===== config.mk =====
export PLATFORM = sky130hd
export DESIGN_NAME = instr_fetch_queue
export DESIGN_NICKNAME = d
export VERILOG_FILES = /design/src/rtl/instr_fetch_queue_pkg.sv /design/src/rtl/instr_fetch_queue_fetch_fifo.sv /design/src/rtl/instr_fetch_queue.sv
export SDC_FILE = /design/constraint.sdc
export NUM_CORES = 1
export LEC_CHECK = 0
export CAP_MARGIN = 20
export CORE_ASPECT_RATIO = 1.75
export CORE_MARGIN = 5
export CORE_UTILIZATION = 57
export DETAILED_ROUTE_END_ITERATION = 16
export GPL_ROUTABILITY_DRIVEN = 0
export PLACE_DENSITY = 0.89
export SLEW_MARGIN = 20
export SYNTH_ARGS = -nofsm -noshare
export SYNTH_HDL_FRONTEND = slang
export SYNTH_HIERARCHICAL = 1
export SYNTH_SLANG_ARGS = --single-unit

===== constraint.sdc =====
create_clock -name CLK -period 11.2 [get_ports CLK]
set_clock_uncertainty 0.2 [all_clocks]
set_input_delay 1.68 -clock CLK [delete_from_list [all_inputs] [get_ports CLK]]
set_output_delay 1.68 -clock CLK [all_outputs]
set_load 0.005 [all_outputs]

===== src/rtl/instr_fetch_queue_pkg.sv =====
`default_nettype none
// ============================================================================
// Package     : fetch_pkg
// Description : Shared types and helpers for the instruction fetch queue:
//               FSM state encoding, the buffered {pc, instr} entry and a
//               saturating counter increment.
// Revision    : 1.0 - initial release
// ============================================================================
package fetch_pkg;

    typedef enum logic [1:0] {
        IDLE    = 2'd0,
        WAIT    = 2'd1,
        DISCARD = 2'd2
    } fetch_state_t;

    localparam int PC_STEP = 4;

    typedef struct packed {
        logic [31:0] pc;
        logic [31:0] instr;
    } fetch_entry_t;

    // Add a small increment to a 32-bit counter, clamping at all-ones.
    function automatic logic [31:0] sat_add(input logic [31:0] a, input logic [31:0] inc);
        logic [32:0] sum;
        sum = {1'b0, a} + {1'b0, inc};
        return sum[32] ? 32'hFFFF_FFFF : sum[31:0];
    endfunction

endpackage
`default_nettype wire


===== src/rtl/instr_fetch_queue_fetch_fifo.sv =====
`default_nettype none
// ============================================================================
// Module      : fetch_fifo
// Description : Registered FIFO of fetch_entry_t with synchronous flush.
//               Flush wins over push/pop in the same cycle.
// Revision    : 1.0 - initial release
// ============================================================================
module fetch_fifo
    import fetch_pkg::*;
#(
    parameter int DEPTH = 4
) (
    input  logic                     clk,
    input  logic                     rst,
    input  logic                     flush,
    input  logic                     push,
    input  fetch_entry_t             push_data,
    input  logic                     pop,
    output fetch_entry_t             head,
    output logic                     full,
    output logic                     empty,
    output logic [$clog2(DEPTH):0]   count
);

    localparam int AW = $clog2(DEPTH);
    localparam int CW = AW + 1;

    fetch_entry_t       r_mem [DEPTH];
    logic [AW-1:0]      r_wr_ptr;
    logic [AW-1:0]      r_rd_ptr;
    logic [CW-1:0]      r_count;
    logic               w_do_push;
    logic               w_do_pop;

    assign full      = (r_count == CW'(DEPTH));
    assign empty     = (r_count == '0);
    assign count     = r_count;
    assign head      = r_mem[r_rd_ptr];
    assign w_do_push = push && !full;
    assign w_do_pop  = pop && !empty;

    // Storage, pointers and occupancy; pointers wrap naturally (DEPTH is 2^k).
    always_ff @(posedge clk or posedge rst) begin
        if (rst) begin
            for (int i = 0; i < DEPTH; i++) begin
                r_mem[i] <= '0;
            end
            r_wr_ptr <= '0;
            r_rd_ptr <= '0;
            r_count  <= '0;
        end else if (flush) begin
            r_wr_ptr <= '0;
            r_rd_ptr <= '0;
            r_count  <= '0;
        end else begin
            if (w_do_push) begin
                r_mem[r_wr_ptr] <= push_data;
                r_wr_ptr        <= r_wr_ptr + AW'(1);
            end
            if (w_do_pop) begin
                r_rd_ptr <= r_rd_ptr + AW'(1);
            end
            r_count <= r_count + CW'(w_do_push) - CW'(w_do_pop);
        end
    end

endmodule
`default_nettype wire


===== src/rtl/instr_fetch_queue.sv =====
`default_nettype none
// ============================================================================
// Module      : instr_fetch_queue
// Description : Owns the fetch PC, issues word requests over a req/ack
//               handshake and buffers {pc, instr} pairs for decode.
//               Redirect flushes the queue and kills any in-flight fetch.
//               Optional: define FETCH_STATS_EN for stat_fetched/stat_killed.
// Revision    : 1.0 - initial release
// ============================================================================
module instr_fetch_queue
    import fetch_pkg::*;
#(
    parameter int           n        = 32,
    parameter int           DEPTH    = 4,
    parameter logic [n-1:0] RESET_PC = 32'h0000_0000
) (
    input  logic         CLK,
    input  logic         rst,
    input  logic         redirect,
    input  logic [n-1:0] redirect_pc,
    output logic         imem_req,
    output logic [n-1:0] imem_addr,
    input  logic         imem_ack,
    input  logic [n-1:0] imem_rdata,
    output logic         instr_valid,
    output logic [n-1:0] instr,
    output logic [n-1:0] instr_pc,
    input  logic         instr_ready
`ifdef FETCH_STATS_EN
    ,
    output logic [31:0]  stat_fetched,
    output logic [31:0]  stat_killed
`endif
);

    localparam int CW = $clog2(DEPTH) + 1;

    fetch_state_t   r_state;
    fetch_state_t   w_state_next;
    logic [n-1:0]   r_fetch_pc;
    logic [n-1:0]   w_fetch_pc_next;
    logic [n-1:0]   r_addr;
    logic           w_push;
    logic           w_pop;
    logic           w_full;
    logic           w_empty;
    logic [CW-1:0]  w_count;
    logic [CW-1:0]  w_count_on_ack;
    fetch_entry_t   w_head;
    fetch_entry_t   w_push_data;

    assign w_pop          = !w_empty && instr_ready;
    assign w_count_on_ack = w_count + CW'(1) - CW'(w_pop);
    assign w_push_data    = '{pc: 32'(r_fetch_pc), instr: 32'(imem_rdata)};

    assign imem_req    = (r_state != IDLE);
    assign imem_addr   = r_addr;
    assign instr_valid = !w_empty;
    assign instr       = n'(w_head.instr);
    assign instr_pc    = n'(w_head.pc);

    fetch_fifo #(
        .DEPTH (DEPTH)
    ) u_fifo (
        .clk       (CLK),
        .rst       (rst),
        .flush     (redirect),
        .push      (w_push),
        .push_data (w_push_data),
        .pop       (w_pop),
        .head      (w_head),
        .full      (w_full),
        .empty     (w_empty),
        .count     (w_count)
    );

    // Next-state, push decision and next fetch PC.
    always_comb begin
        w_state_next = r_state;
        w_push       = 1'b0;
        case (r_state)
            IDLE: begin
                if (!redirect && !w_full) w_state_next = WAIT;
            end
            WAIT: begin
                if (redirect) begin
                    // An ack in the redirect cycle completes the killed fetch.
                    w_state_next = imem_ack ? IDLE : DISCARD;
                end else if (imem_ack) begin
                    w_push       = 1'b1;
                    w_state_next = (w_count_on_ack < CW'(DEPTH)) ? WAIT : IDLE;
                end
            end
            DISCARD: begin
                if (imem_ack) w_state_next = (!redirect && !w_full) ? WAIT : IDLE;
            end
            default: w_state_next = IDLE;
        endcase

        if (redirect)    w_fetch_pc_next = redirect_pc;
        else if (w_push) w_fetch_pc_next = r_fetch_pc + n'(PC_STEP);
        else             w_fetch_pc_next = r_fetch_pc;
    end

    // State, fetch PC and request address; the address only moves on entry to
    // or advance within WAIT, so it holds through DISCARD.
    always_ff @(posedge CLK or posedge rst) begin
        if (rst) begin
            r_state    <= IDLE;
            r_fetch_pc <= RESET_PC;
            r_addr     <= RESET_PC;
        end else begin
            r_state    <= w_state_next;
            r_fetch_pc <= w_fetch_pc_next;
            if (w_state_next == WAIT) r_addr <= w_fetch_pc_next;
        end
    end

`ifdef FETCH_STATS_EN
    logic [31:0] w_dropped;

    assign w_dropped = (redirect ? 32'(w_count) : 32'd0)
                     + 32'(imem_ack && ((r_state == DISCARD) || (r_state == WAIT && redirect)));

    // Saturating counts of pushed words and of flushed/discarded words.
    always_ff @(posedge CLK or posedge rst) begin
        if (rst) begin
            stat_fetched <= '0;
            stat_killed  <= '0;
        end else begin
            stat_fetched <= sat_add(stat_fetched, 32'(w_push));
            stat_killed  <= sat_add(stat_killed, w_dropped);
        end
    end
`endif

endmodule
`default_nettype wire


==> reports/results.txt <==
status: finished, final reports clean
Std-Cell Core Area: 27770 um2
Syn Area/Cell: 17.03 um2
Fmax: 194.7 MHz
H-tree levels: 1
CTS Buffer Depth: 3
vias in the first global route: 9707
async set-or-reset flop fraction in the synthesized netlist: 1.000
RSZ-0062 raised after global routing: no
# nets final: 1170
grt ovf: 0
CTS tree: done
Critical Path Start Type: flip-flop
CTS sink cnt: 329
Die W: 136.5 um
Seq/Total Area, Yosys: 0.5159
Area Overhead vs Synth: 16.29%
Antenna Nets Post-Route: 0
Post-CTS Setup Bufs: 0
Via density: 5.721
VDD IR max: 0.0001202 V
ant diodes: 0
HPWL after detailed placement: 22.12 mm
RR Startpoint: r_state[1]
die height: 231.3 um
number of fill cells in the layout: 1869
Ys Warns: 6
Resize count post-CTS: 0
GRT Total Usage: 0.2234
WS Path Type: reg -> out
Initial Utilization: 0.5747
worst-margin pin slew: 866.1 ps
global-route wire length before repair: 55.35 mm
IO Pins: 167
synthesized net count: 1014
fin crit share: 0.4586
Tmin final: 5137 ps
Num CTS Buffers: 31
num rows: 81
initial antenna violation count: 0
Cell Area, Placed: 17480 um2
pre-CTS setup slack: 5763 ps
Critical Path End Type: output pin
Crit Path Max Fanout: 36
WL final: 34.37 mm
worst skew pair latency: 560 ps
clk slew on worst S/H paths: 60 ps
Final Non-Filler Cells: 1490
WL/cell: 23.07 um
Distinct cells, synth: 48
synthesized flop and latch total: 329
Hold Crit Class: reg -> reg
Cell Area, Synth: 15960 um2
Synth Instances: 937
max-slew violation count: 0
Post-synth EDFFs: 0
Vias: 8524
max cap viols: 0
CTS Hold Bufs: 0
required time of the critical path: 9320 ps
die footprint: 31570 um2
DRT Pass-1 Iters: 5
final core utilization: 0.6683
setup violators final: 0
Critical path origin: u_fifo/r_rd_ptr[0]
ys flop type: dfrtp_1
setup TNS: 0 ps
share of cells above drive strength 1: 0.3832
drc violations: 0
clk root buf: clkbuf_16
Max-Slew Margin vs Limit: 0.4205
Iter 0 DRT Violations: 513
DP Cell Count: 1433
Leakage: 8.193 nW
P per Cell Area: 183.6 nW/um2
hold path start: u_fifo/r_mem[254]
final setup margin: 6063 ps
IO Port Bufs: 166
fin area: 18560 um2
pin count of the biggest net entering global routing: 92
Arrival @ worst endpoint: 3260 ps
Final Hold Fails: 0
-- area by class of cell --
cell class | instances | area, um2 | share of cell area
timing repair buffer | 177 | 1747 | 0.09412
tap | 373 | 466.7 | 0.02515
inverter | 23 | 93.84 | 0.005057
multi-input combinational | 531 | 6937 | 0.3738
clock inverter | 14 | 162.7 | 0.008765
clock buffer | 43 | 910.9 | 0.04908
sequential | 329 | 8240 | 0.4440
-- power breakdown --
group          internal (mW)  total [mW]  switching, mW  leakage (nW)
clock network          0.638        1.10          0.457         0.527
registers               1.37        1.51          0.137          4.30
logic                  0.558       0.808          0.249          3.36
total                   2.56        3.41          0.844          8.19
-- per-layer routing --
| layer | track usage | vias up | part of all wire |
|---|---|---|---|
| met5 | 0 | - | 0 |
| met3 | 0.03562 | 62 | 0.048 |
| met1 | 0.2833 | 4508 | 0.40 |
| li1 | - | 3719 | - |
| met4 | 0.07566 | 0 | 0.032 |
| met2 | 0.3883 | 235 | 0.52 |
-- through the flow --
step           hold WS [ps]  total power [mW]
6_report              287.5             3.408
3_3_place_gp          263.3             2.307
2_1_floorplan         252.6             1.919
5_1_grt               302.3             3.552
4_1_cts               288.7             3.441
3_5_place_dp          274.8             2.334
-- placed cells by master (no fill, tap or decap), types with 3 or more instances in the layout --
cell               n
nand4_1           10
dfrtp_1          327
nor2_1            13
nand3_1           15
and3_4             4
nor3_1             7
inv_1             21
clkinv_2           6
nor4_1             5
ha_1               7
clkinvlp_4         3
mux4_2            64
o21ai_0           10
nor2b_1            3
xor2_1             6
and3_1             5
mux2_1            24
mux2_4           240
clkdlybuf4s50_1  165
clkbuf_8           9
clkbuf_1           3
mux2_2            43
a21oi_1            3
nand2_1           19
bufinv_16          3
xnor2_1           26
clkbuf_16         31
buf_4              9
-- worst paths after layout --
| path | cells after the start | endpoint | slack (ps) |
|---|---|---|---|
| max | 3 | instr_pc[27] | 6060 |
| min | 1 | u_fifo/r_mem[254] | 290 |
| max reg2reg | 6 | u_fifo/r_mem[189] | 7530 |
| min reg2reg | 1 | u_fifo/r_mem[254] | 290 |
| max in group asynchronous | 4 | u_fifo/r_rd_ptr[0] | 7350 |
| min in group asynchronous | 2 | u_fifo/r_mem[111] | 1450 |
-- sequential cells by signal, indices dropped and copies added, names as in the netlist --
register,count
u_fifo/r_mem,256
imem_addr,32
r_fetch_pc,32
u_fifo/count,3
r_state,2
u_fifo/r_rd_ptr,2
u_fifo/r_wr_ptr,2
-- critical path: stages (launching register included) --
cell and delay (ps):
dfrtp_4 960, buf_4 610, mux4_2 640, clkdlybuf4s50_1 480
-- logic make-up after synthesis --
kind of cell | after synthesis | synth area share
mux | 373 | 0.3647
flops | 329 | 0.5159
simple gates | 98 | 0.03717
buf+inv | 77 | 0.04940
xor+xnor | 32 | 0.01756
compound gates | 20 | 0.008546
fa+ha+maj | 8 | 0.006743
-- Yosys cell counts, types with 8 or more instances --
cell type	instances	area share
buf_2	8	0.0025
nand2_1	19	0.0045
nand3_1	15	0.0047
nand4_1	10	0.0039
o21ai_0	10	0.0031
mux2_2	43	0.030
buf_12	28	0.035
mux4_2	64	0.090
dfrtp_1	329	0.52
inv_1	23	0.0054
xnor2_1	26	0.014
nor2_1	13	0.0031
mux2_4	240	0.23
mux2_1	24	0.017
(Power assumes the default switching activity.)
